`src/rtl/mem_bus_arbiter.sv`:
```
// Shares one external memory bus between the fetch port and the data port.
// Data has fixed priority, one transaction in flight, registered bus outputs, bounded wait.
module mem_bus_arbiter #(
    parameter int ADDR_W  = 32,
    parameter int DATA_W  = 32,
    parameter int TIMEOUT = 255
) (
    input  logic                  clk,
    input  logic                  rst,
    input  logic                  if_req_i,
    input  logic [ADDR_W-1:0]     if_addr_i,
    output logic [DATA_W-1:0]     if_rdata_o,
    output logic                  if_ack_o,
    input  logic                  d_req_i,
    input  logic                  d_we_i,
    input  logic [DATA_W/8-1:0]   d_sel_i,
    input  logic [ADDR_W-1:0]     d_addr_i,
    input  logic [DATA_W-1:0]     d_wdata_i,
    output logic [DATA_W-1:0]     d_rdata_o,
    output logic                  d_ack_o,
    output logic                  err_o,
    input  logic                  flush_i,
    output logic                  bus_stb_o,
    output logic                  bus_we_o,
    output logic [DATA_W/8-1:0]   bus_sel_o,
    output logic [ADDR_W-1:0]     bus_addr_o,
    output logic [DATA_W-1:0]     bus_wdata_o,
    input  logic [DATA_W-1:0]     bus_rdata_i,
    input  logic                  bus_ack_i,
    output logic                  stallreq_o
);
    localparam logic [1:0] S_IDLE   = 2'd0;
    localparam logic [1:0] S_BUS_IF = 2'd1;
    localparam logic [1:0] S_BUS_D  = 2'd2;
    localparam logic [1:0] S_ACK    = 2'd3;
    localparam logic [8:0] TIMEOUT_C = 9'(TIMEOUT);

    logic [1:0]          state_q, state_d;
    logic [7:0]          cnt_q, cnt_d;
    logic                discard_q, discard_d;
    logic                stb_q, stb_d;
    logic                we_q, we_d;
    logic [DATA_W/8-1:0] sel_q, sel_d;
    logic [ADDR_W-1:0]   addr_q, addr_d;
    logic [DATA_W-1:0]   wdata_q, wdata_d;
    logic [DATA_W-1:0]   if_rdata_q, if_rdata_d;
    logic [DATA_W-1:0]   d_rdata_q, d_rdata_d;
    logic                if_ack_q, if_ack_d;
    logic                d_ack_q, d_ack_d;
    logic                err_q, err_d;
    logic                drop_fetch;
    logic                timeout_hit;

    // A flush on the completing edge of a fetch already counts as a discard.
    assign drop_fetch  = discard_q | flush_i;
    assign timeout_hit = ({1'b0, cnt_q} + 9'd1) == TIMEOUT_C;

    always_comb begin
        state_d    = state_q;
        cnt_d      = cnt_q;
        discard_d  = discard_q;
        stb_d      = stb_q;
        we_d       = we_q;
        sel_d      = sel_q;
        addr_d     = addr_q;
        wdata_d    = wdata_q;
        if_rdata_d = if_rdata_q;
        d_rdata_d  = d_rdata_q;
        if_ack_d   = 1'b0;
        d_ack_d    = 1'b0;
        err_d      = 1'b0;
        case (state_q)
            S_IDLE: begin
                cnt_d = 8'd0;
                if (d_req_i) begin
                    we_d    = d_we_i;
                    sel_d   = d_sel_i;
                    addr_d  = d_addr_i;
                    wdata_d = d_wdata_i;
                    stb_d   = 1'b1;
                    state_d = S_BUS_D;
                end else if (if_req_i) begin
                    we_d    = 1'b0;
                    sel_d   = '1;
                    addr_d  = if_addr_i;
                    stb_d   = 1'b1;
                    state_d = S_BUS_IF;
                end
            end
            S_BUS_IF, S_BUS_D: begin
                cnt_d = (cnt_q == 8'hFF) ? cnt_q : cnt_q + 8'd1;
                if (state_q == S_BUS_IF) begin
                    discard_d = drop_fetch;
                end
                if (bus_ack_i || timeout_hit) begin
                    stb_d   = 1'b0;
                    state_d = S_ACK;
                    if (state_q == S_BUS_IF) begin
                        if (!drop_fetch) begin
                            if_rdata_d = bus_ack_i ? bus_rdata_i : '0;
                            if_ack_d   = 1'b1;
                            err_d      = ~bus_ack_i;
                        end
                    end else begin
                        d_ack_d = 1'b1;
                        err_d   = ~bus_ack_i;
                        if (!bus_ack_i) begin
                            d_rdata_d = '0;
                        end else if (!we_q) begin
                            d_rdata_d = bus_rdata_i;
                        end
                    end
                end
            end
            default: begin
                discard_d = 1'b0;
                state_d   = S_IDLE;
            end
        endcase
    end

    always_ff @(posedge clk) begin
        if (rst) begin
            state_q    <= S_IDLE;
            cnt_q      <= 8'd0;
            discard_q  <= 1'b0;
            stb_q      <= 1'b0;
            we_q       <= 1'b0;
            sel_q      <= '0;
            addr_q     <= '0;
            wdata_q    <= '0;
            if_rdata_q <= '0;
            d_rdata_q  <= '0;
            if_ack_q   <= 1'b0;
            d_ack_q    <= 1'b0;
            err_q      <= 1'b0;
        end else begin
            state_q    <= state_d;
            cnt_q      <= cnt_d;
            discard_q  <= discard_d;
            stb_q      <= stb_d;
            we_q       <= we_d;
            sel_q      <= sel_d;
            addr_q     <= addr_d;
            wdata_q    <= wdata_d;
            if_rdata_q <= if_rdata_d;
            d_rdata_q  <= d_rdata_d;
            if_ack_q   <= if_ack_d;
            d_ack_q    <= d_ack_d;
            err_q      <= err_d;
        end
    end

    // A flush arriving in the fetch ack cycle still kills the ack.
    assign if_ack_o    = if_ack_q & ~flush_i;
    assign d_ack_o     = d_ack_q;
    assign err_o       = err_q & (if_ack_o | d_ack_o);
    assign if_rdata_o  = if_rdata_q;
    assign d_rdata_o   = d_rdata_q;
    assign bus_stb_o   = stb_q;
    assign bus_we_o    = we_q;
    assign bus_sel_o   = sel_q;
    assign bus_addr_o  = addr_q;
    assign bus_wdata_o = wdata_q;
    assign stallreq_o  = (if_req_i & ~if_ack_o) | (d_req_i & ~d_ack_o);
endmodule

```
`config.mk`:
```
export PLATFORM = sky130hd
export DESIGN_NAME = mem_bus_arbiter
export DESIGN_NICKNAME = d
export VERILOG_FILES = /design/src/rtl/mem_bus_arbiter.sv
export SDC_FILE = /design/constraint.sdc
export NUM_CORES = 1
export LEC_CHECK = 0
export BUFFER_PORTS_ARGS = -buffer_cell sky130_fd_sc_hd__buf_2
export CELL_PAD_IN_SITES_DETAIL_PLACEMENT = 0
export CELL_PAD_IN_SITES_GLOBAL_PLACEMENT = 2
export CORE_UTILIZATION = 24
export CTS_BUF_LIST = sky130_fd_sc_hd__clkbuf_8
export DETAILED_ROUTE_END_ITERATION = 8
export PLACE_DENSITY = 0.75
export REMOVE_ABC_BUFFERS = 1
export SLEW_MARGIN = 20
export SYNTH_ARGS = -nofsm -noshare
export SYNTH_HDL_FRONTEND = slang
export SYNTH_SLANG_ARGS = --single-unit
```
`constraint.sdc`:
```
create_clock -name clk -period 1.7 [get_ports clk]
set_input_delay 0.34 -clock clk [delete_from_list [all_inputs] [get_ports clk]]
set_output_delay 0.34 -clock clk [all_outputs]
set_load 0.05 [all_outputs]
```
==> results of run 1 <==
[Yosys cell counts, types with 2 or more instances]
| library cell | n |
|---|---|
| inv_1 | 5 |
| o21ai_1 | 5 |
| mux2i_1 | 34 |
| nand3_1 | 7 |
| clkbuf_1 | 39 |
| or3_1 | 2 |
| buf_2 | 14 |
| nand2b_1 | 2 |
| nand4_1 | 2 |
| nor4_1 | 2 |
| buf_1 | 3 |
| a21oi_1 | 74 |
| dfxtp_1 | 148 |
| buf_4 | 3 |
| clkbuf_2 | 3 |
| ha_1 | 6 |
| nand2_1 | 139 |
| nor2_1 | 40 |
| a32oi_1 | 32 |
| and2b_1 | 2 |
| nor2b_1 | 31 |
| nor3b_1 | 2 |
| o21a_1 | 2 |
| nor3_1 | 6 |
| a211oi_1 | 32 |
| o21ai_0 | 63 |
| o221a_2 | 5 |
[cell usage in the layout, fill, tap and decap left out, types with 3 or more instances in the layout]
cell	instances
a211oi_1	32
a21oi_1	74
a32oi_1	32
buf_12	11
buf_2	273
buf_4	28
buf_6	3
clkbuf_16	3
clkbuf_8	18
clkinvlp_4	5
dfxtp_1	146
ha_1	3
inv_1	3
inv_2	3
inv_6	5
inv_8	3
mux2i_1	34
nand2_1	138
nand3_1	6
nor2_1	40
nor2b_1	29
nor3_1	6
o21ai_0	40
o21ai_1	20
o21ai_2	8
o221a_2	5
[worst min path at each step]
stage                          startpoint         endpoint  slack [ns]  cells past startpoint
final                     bus_rdata_i[12]   if_rdata_o[12]        0.11                      3
after global routing         d_wdata_i[3]   bus_wdata_o[3]        0.06                      3
after CTS                 bus_rdata_i[14]   if_rdata_o[14]        0.07                      3
after detailed placement  bus_wdata_o[19]  bus_wdata_o[19]        0.44                      2
after global placement    bus_wdata_o[18]  bus_wdata_o[18]        0.44                      2
after floorplan                       rst   bus_wdata_o[0]        0.41                      1
[cell families (layout without fill, tap and decap cells)]
logic type / Yosys count / count (layout) / share of synthesized area [%]
AND/OR/NAND/NOR: 245 / 245 / 17.8
AO/OA/AOI/OAI: 221 / 221 / 22.3
flip-flops: 148 / 148 / 47.6
buffers and inverters: 69 / 357 / 4.80
multiplexers: 35 / 35 / 5.65
adder cells (fa/ha/maj): 6 / 6 / 1.21
XOR/XNOR: 2 / 2 / 0.583
[metrics by stage]
step / total power (W) / setup WS (ns) / std cells / cell area, sq um
floorplan: 0.00873 / -1.61 / 663 / 5950
global placement: 0.0107 / -0.000833 / 1306 / 8170
detailed placement: 0.0107 / -0.0293 / 1306 / 8170
CTS: 0.0135 / -0.0148 / 1340 / 8630
global route: 0.0143 / -0.0507 / 1344 / 8780
finish: 0.0135 / 0.0561 / 1344 / 8780
[worst register-to-register path: cells and delay by family, from the launching register on]
family                   cells  cell delay (ns)
multiplexers                 1             0.31
AO/OA/AOI/OAI                1             0.19
adder cells (fa/ha/maj)      1             0.12
flip-flops                   1             0.34
buffers and inverters        1             0.07
AND/OR/NAND/NOR              2             0.50
[final cells by class]
cell class                 instances  area [sq um]
clock inverter                    14           120
sequential                       148          2970
timing repair buffer             319          1930
tap                              330           413
clock buffer                      18           248
multi-input combinational        509          3070
fill                            2702         16600
inverter                           6          22.5
[power by group through the flow]
| stage | Combinational, W | Clock [W] | Sequential, W |
|---|---|---|---|
| floorplan | 0.00171 | 0 | 0.00702 |
| global placement | 0.00605 | 0 | 0.00462 |
| detailed placement | 0.00605 | 0 | 0.00463 |
| CTS | 0.00612 | 0.00277 | 0.00457 |
| global route | 0.00673 | 0.00291 | 0.00466 |
| finish | 0.00626 | 0.00265 | 0.00457 |
[what timing repair did]
action                                  CTS  global route
buffers inserted                          1             1
gates cloned                              1             3
resized for setup                        28            29
endpoints found under the setup margin   65            74
hold buffers                              0             0
pin swaps                                 2             5
[layer usage]
layer  part of all wire (%)  vias to the layer above  track usage (%)
li1                       -                     3104                -
met1                     45                     2785             19.1
met2                     45                      236             25.1
met3                    9.0                       17             6.20
met4                    1.0                        2             3.74
met5                  0.063                        -                0
[state kept, by name (all words and copies together) (netlist names), 2 cells and up]
name,cells
if_rdata_o,32
d_rdata_o,32
bus_addr_o,32
cnt_q,8
bus_sel_o,4
bus_wdata_o,32
state_q,2
==> flow_metrics.py, run 1 <==
metrics = {
    "run_status": {
        "status": "complete, no violations",
    },
    "synth": {
        "synthDistinctLibCells": 50,
        "yosysTopAreaCellShare_pct": 47.6,
        "netlist_area_sq_um": 6220,
        "async_flop_share_pct": 0,
        "synthTopCellsByArea": "dfxtp_1 (48%), nand2_1 (8.4%), a21oi_1 (6.0%)",
        "syn_inst": 726,
        "yosysTopAreaCell": "dfxtp_1",
        "synth_flop_cell": "dfxtp_1",
        "ys_seq_elements": 148,
        "synth-edff-count": 0,
        "yosysSeqAreaShare_pct": 47.6,
        "yosysWarningCount": 0,
        "syn_avg_cell_area_sq_um": 8.57,
    },
    "worst_setup_path": {
        "arrival_ns": 1.97,
        "cp-startpoint": "state_q[0]",
        "cp_max_fo": 2,
        "max_stage_delay_ns": 0.38,
        "path_class": "flip-flop to flip-flop",
        "cpLargestDelayFamily": "simple AND/OR/NAND/NOR gates",
        "r2r_cells": 6,
        "r2r-end": "state_q[1]",
        "reg2reg_slack_ns": 0.06,
        "crit_path_end_kind": "flip-flop",
        "cp.depth": 6,
        "cp_slowest_cell": "or3b_4",
        "path_cells": "inv_2, ha_4, or3b_4, nand4_1, a2bb2oi_2, mux2_4",
        "worstPathRequired_ns": 2.03,
        "cp-endpoint": "state_q[1]",
        "r2r_start": "state_q[0]",
        "critPathLaunchType": "flip-flop",
        "cp.buffers_inverters": 1,
    },
    "min_path": {
        "hold_class": "input pin to flip-flop",
    },
    "sta": {
        "hold_viol_final": 0,
        "hold-worst-slack_ns": 0.109,
        "slew_headroom_pct": 75.8,
        "rsz0062_at_grt": "true",
        "skew_ns": 0.0185,
        "tightestPinTransition_ns": 0.364,
        "tns_ns": 0,
        "period_share_pct": 96.7,
        "drv_slew": 0,
        "setup_violations": 0,
        "fmax_ghz": 0.608,
        "finalCriticalPeriod_ns": 1.64,
    },
    "power": {
        "p_per_area_nw_per_um2": 1540,
        "pwr-share-clk_pct": 19.6,
        "sw_frac_of_total_pct": 46.7,
        "p_leak_nw": 3.87,
        "ir_worst_vdd_uv": 742,
        "p_switching_w": 0.00630,
        "comb_power_share_pct": 46.5,
        "p_int_w": 0.00718,
        "power_frac_seq_pct": 33.9,
    },
    "detailed_routing": {
        "num_vias": 6144,
        "wire_per_inst_um": 15.5,
        "drc_errors": 0,
        "drt.antenna.violating_nets": 0,
        "via_per_inst": 4.57,
        "dr.pass1.iters": 4,
        "finalWirelength_um": 20800,
        "drt_iter0_drc": 252,
    },
    "cts": {
        "cts_sinks": 148,
        "ctsLongestPathBuffers": 2,
        "cts_inserted_buffers": 17,
        "h-tree-depth": 4,
        "cts_root_buffer": "clkbuf_8",
        "cts_tree": "yes",
        "clkTransAtPathRegs_ns": 0.10,
        "clkLatencyLatePin_ns": 0.45,
    },
    "floorplan": {
        "fp.dieW_um": 163,
        "die-area_sq_um": 26600,
        "core_sq_um": 25300,
        "boundaryPins": 277,
        "die_h_um": 163,
        "initial_core_util_pct": 24.6,
        "num_rows": 58,
    },
    "finish": {
        "post-route-util_pct": 34.7,
        "antenna_cells": 0,
        "area.growth.synth_to_final_pct": 41.0,
        "drive_gt1_share_pct": 38.5,
        "final_nets": 1146,
    },
    "global_routing": {
        "grt_pass1_wl_um": 32100,
        "grt_start_max_net_pins": 69,
        "grt_antenna_before_repair": 1,
        "grt_usage_pct": 15.5,
        "grt-ovfl-total": 0,
        "grt_pass1_vias": 5941,
    },
    "placed_design": {
        "port_buffers": 276,
        "gp_congestion": 0.735,
        "dp.final_hpwl_um": 14400,
    },
    "job": {
        "drv_cap": 0,
    },
}
No activity file was read; power rests on OpenSTA's default activity.
==> run 2: changes to the inputs <==
--- a/config.mk
+++ b/config.mk
@@ -5,13 +5,13 @@
 export SDC_FILE = /design/constraint.sdc
 export NUM_CORES = 1
 export LEC_CHECK = 0
-export BUFFER_PORTS_ARGS = -buffer_cell sky130_fd_sc_hd__buf_2
 export CELL_PAD_IN_SITES_DETAIL_PLACEMENT = 0
 export CELL_PAD_IN_SITES_GLOBAL_PLACEMENT = 2
-export CORE_UTILIZATION = 24
+export CORE_UTILIZATION = 33
 export CTS_BUF_LIST = sky130_fd_sc_hd__clkbuf_8
 export DETAILED_ROUTE_END_ITERATION = 8
-export PLACE_DENSITY = 0.75
+export DONT_BUFFER_PORTS = 1
+export PLACE_DENSITY = 0.76
 export REMOVE_ABC_BUFFERS = 1
 export SLEW_MARGIN = 20
 export SYNTH_ARGS = -nofsm -noshare
==> run 2 against run 1 <==
Compared with the run above:
- via count fell by 12%
- cell count fell by 25%
- total power fell by 1.8%
- flip-flop and latch count did not move
- the flow now finishes with violations (hold timing)
- routed wire length fell by 7.4%
- largest cell class unchanged
- final area fell by 12%
- first-iteration DRC count rose by 0.79%
- die area fell by 27%
==> flow_metrics.py, run 2 (synthesis results as in run 1) <==
metrics = {
    "run_status": {
        "status": "complete, but fails checks",
        "violations": "hold timing",
    },
    "worst_setup_path": {
        "critPathLaunchType": "flip-flop",
        "cp_max_fo": 3,
        "arrival_ns": 2.02,
        "path_class": "flip-flop to flip-flop",
        "worstPathRequired_ns": 2.03,
        "crit_path_end_kind": "flip-flop",
    },
    "power": {
        "power_frac_seq_pct": 52.9,
        "sw_frac_of_total_pct": 45.4,
        "p_per_area_nw_per_um2": 1720,
        "p_int_w": 0.00722,
        "ir_worst_vdd_uv": 871,
        "pwr-share-clk_pct": 22.2,
        "p_leak_nw": 2.80,
        "comb_power_share_pct": 24.8,
        "p_switching_w": 0.00601,
    },
    "sta": {
        "fmax_ghz": 0.593,
        "period_share_pct": 99.2,
        "tns_ns": 0,
        "hold-worst-slack_ns": -0.0227,
        "setup_ws_ns": 0.0144,
        "drv_slew": 0,
        "setup_violations": 0,
        "finalCriticalPeriod_ns": 1.69,
        "tightestPinTransition_ns": 0.603,
        "rsz0062_at_grt": "true",
        "skew_ns": 0.0140,
        "hold_viol_final": 22,
        "slew_headroom_pct": 59.7,
    },
    "floorplan": {
        "core_sq_um": 18200,
        "boundaryPins": 277,
        "num_rows": 49,
        "initial_core_util_pct": 34.2,
        "fp.dieW_um": 139,
        "die_h_um": 139,
        "die-area_sq_um": 19400,
    },
    "placed_design": {
        "gp_congestion": 0.794,
        "port_buffers": 0,
        "dp_slack_ns": -0.0646,
        "dp.final_hpwl_um": 12700,
        "dpl_cell_area_sq_um": 6720,
        "dp.cells": 937,
    },
    "cts": {
        "ctsLongestPathBuffers": 2,
        "cts_sinks": 148,
        "clkTransAtPathRegs_ns": 0.09,
        "clkLatencyLatePin_ns": 0.44,
        "postCtsHoldBufs": 27,
        "cts_root_buffer": "clkbuf_8",
        "cts_tree": "yes",
        "cts_inserted_buffers": 17,
        "h-tree-depth": 4,
    },
    "detailed_routing": {
        "drc_errors": 0,
        "finalWirelength_um": 19300,
        "via_per_inst": 5.42,
        "drt_iter0_drc": 254,
        "drt.antenna.violating_nets": 0,
        "num_vias": 5432,
        "dr.pass1.iters": 4,
        "wire_per_inst_um": 19.2,
    },
    "finish": {
        "final_nets": 906,
        "final_cell_mix": "dfxtp_1 (146), nand2_1 (139), a21oi_1 (73)",
        "layout.cells.non_filler": 1003,
        "final_cell_area_sq_um": 7710,
        "seq_area_sq_um": 2970,
        "multi_input_area_sq_um": 3130,
        "antenna_cells": 0,
        "final_common_cell": "dfxtp_1",
        "drive_gt1_share_pct": 17.1,
        "area.growth.synth_to_final_pct": 23.9,
        "nFillCells": 1816,
    },
    "global_routing": {
        "grt-ovfl-total": 0,
        "grt_usage_pct": 18.7,
        "grt_start_max_net_pins": 108,
        "grt_pass1_vias": 5196,
        "grt_antenna_before_repair": 0,
        "grt_pass1_wl_um": 28500,
    },
    "min_path": {
        "hold_class": "input pin to flip-flop",
    },
    "job": {
        "drv_cap": 0,
    },
}
run 2: worst max-delay path, cell delays in order, from the launching register on:
cell	delay, ns
dfxtp_2	0.34
inv_4	0.08
ha_4	0.13
or3b_4	0.38
nand4_1	0.12
a2bb2oi_2	0.21
mux2_4	0.31
run 2: metrics by stage:
stage	utilization, %	power, W
after floorplan	-	0.00873
after global placement	36.9	0.00983
after detailed placement	36.9	0.00993
after CTS	40.9	0.0130
after global routing	42.4	0.0139
final	42.4	0.0132
run 2: worst paths after layout:
path | from | to | slack, ns | cells past startpoint
worst max-delay path | state_q[1] | state_q[1] | 0.01 | 6
worst min register to register | cnt_q[5] | cnt_q[5] | 0.53 | 2
worst max register to register | state_q[1] | state_q[1] | 0.01 | 6
worst min-delay path | rst | d_rdata_o[13] | -0.02 | 1
run 2: metal layers:
| metal | vias to the layer above | wire length, um | track usage [%] |
|---|---|---|---|
| li1 | 2626 | - | - |
| met1 | 2566 | 7510 | 20.1 |
| met2 | 225 | 9430 | 32.0 |
| met3 | 15 | 2100 | 9.70 |
| met4 | 0 | 220 | 5.38 |
| met5 | - | 0 | 0 |
run 2: timing repair:
action                                  CTS  global route
cloned                                    0             5
pin swaps                                 1             9
setup buffers                             0             2
endpoints found under the setup margin   65            72
gates resized for setup                   6            67
hold endpoints to repair                129           102
run 2: power by group through the flow:
stage	registers [W]	clock network [W]	logic, W
final	0.00700	0.00294	0.00329
after global routing	0.00709	0.00321	0.00361
after CTS	0.00700	0.00303	0.00296
after detailed placement	0.00707	0	0.00286
after global placement	0.00707	0	0.00276
after floorplan	0.00702	0	0.00171
run 2: final cells by class:
class | instances | area share [%]
well taps | 229 | 3.71
clock inverters | 14 | 2.29
inverters | 6 | 0.324
multi-input cells | 509 | 40.5
repair buffers | 79 | 11.5
clock buffers | 18 | 3.21
flip-flops and latches | 148 | 38.4
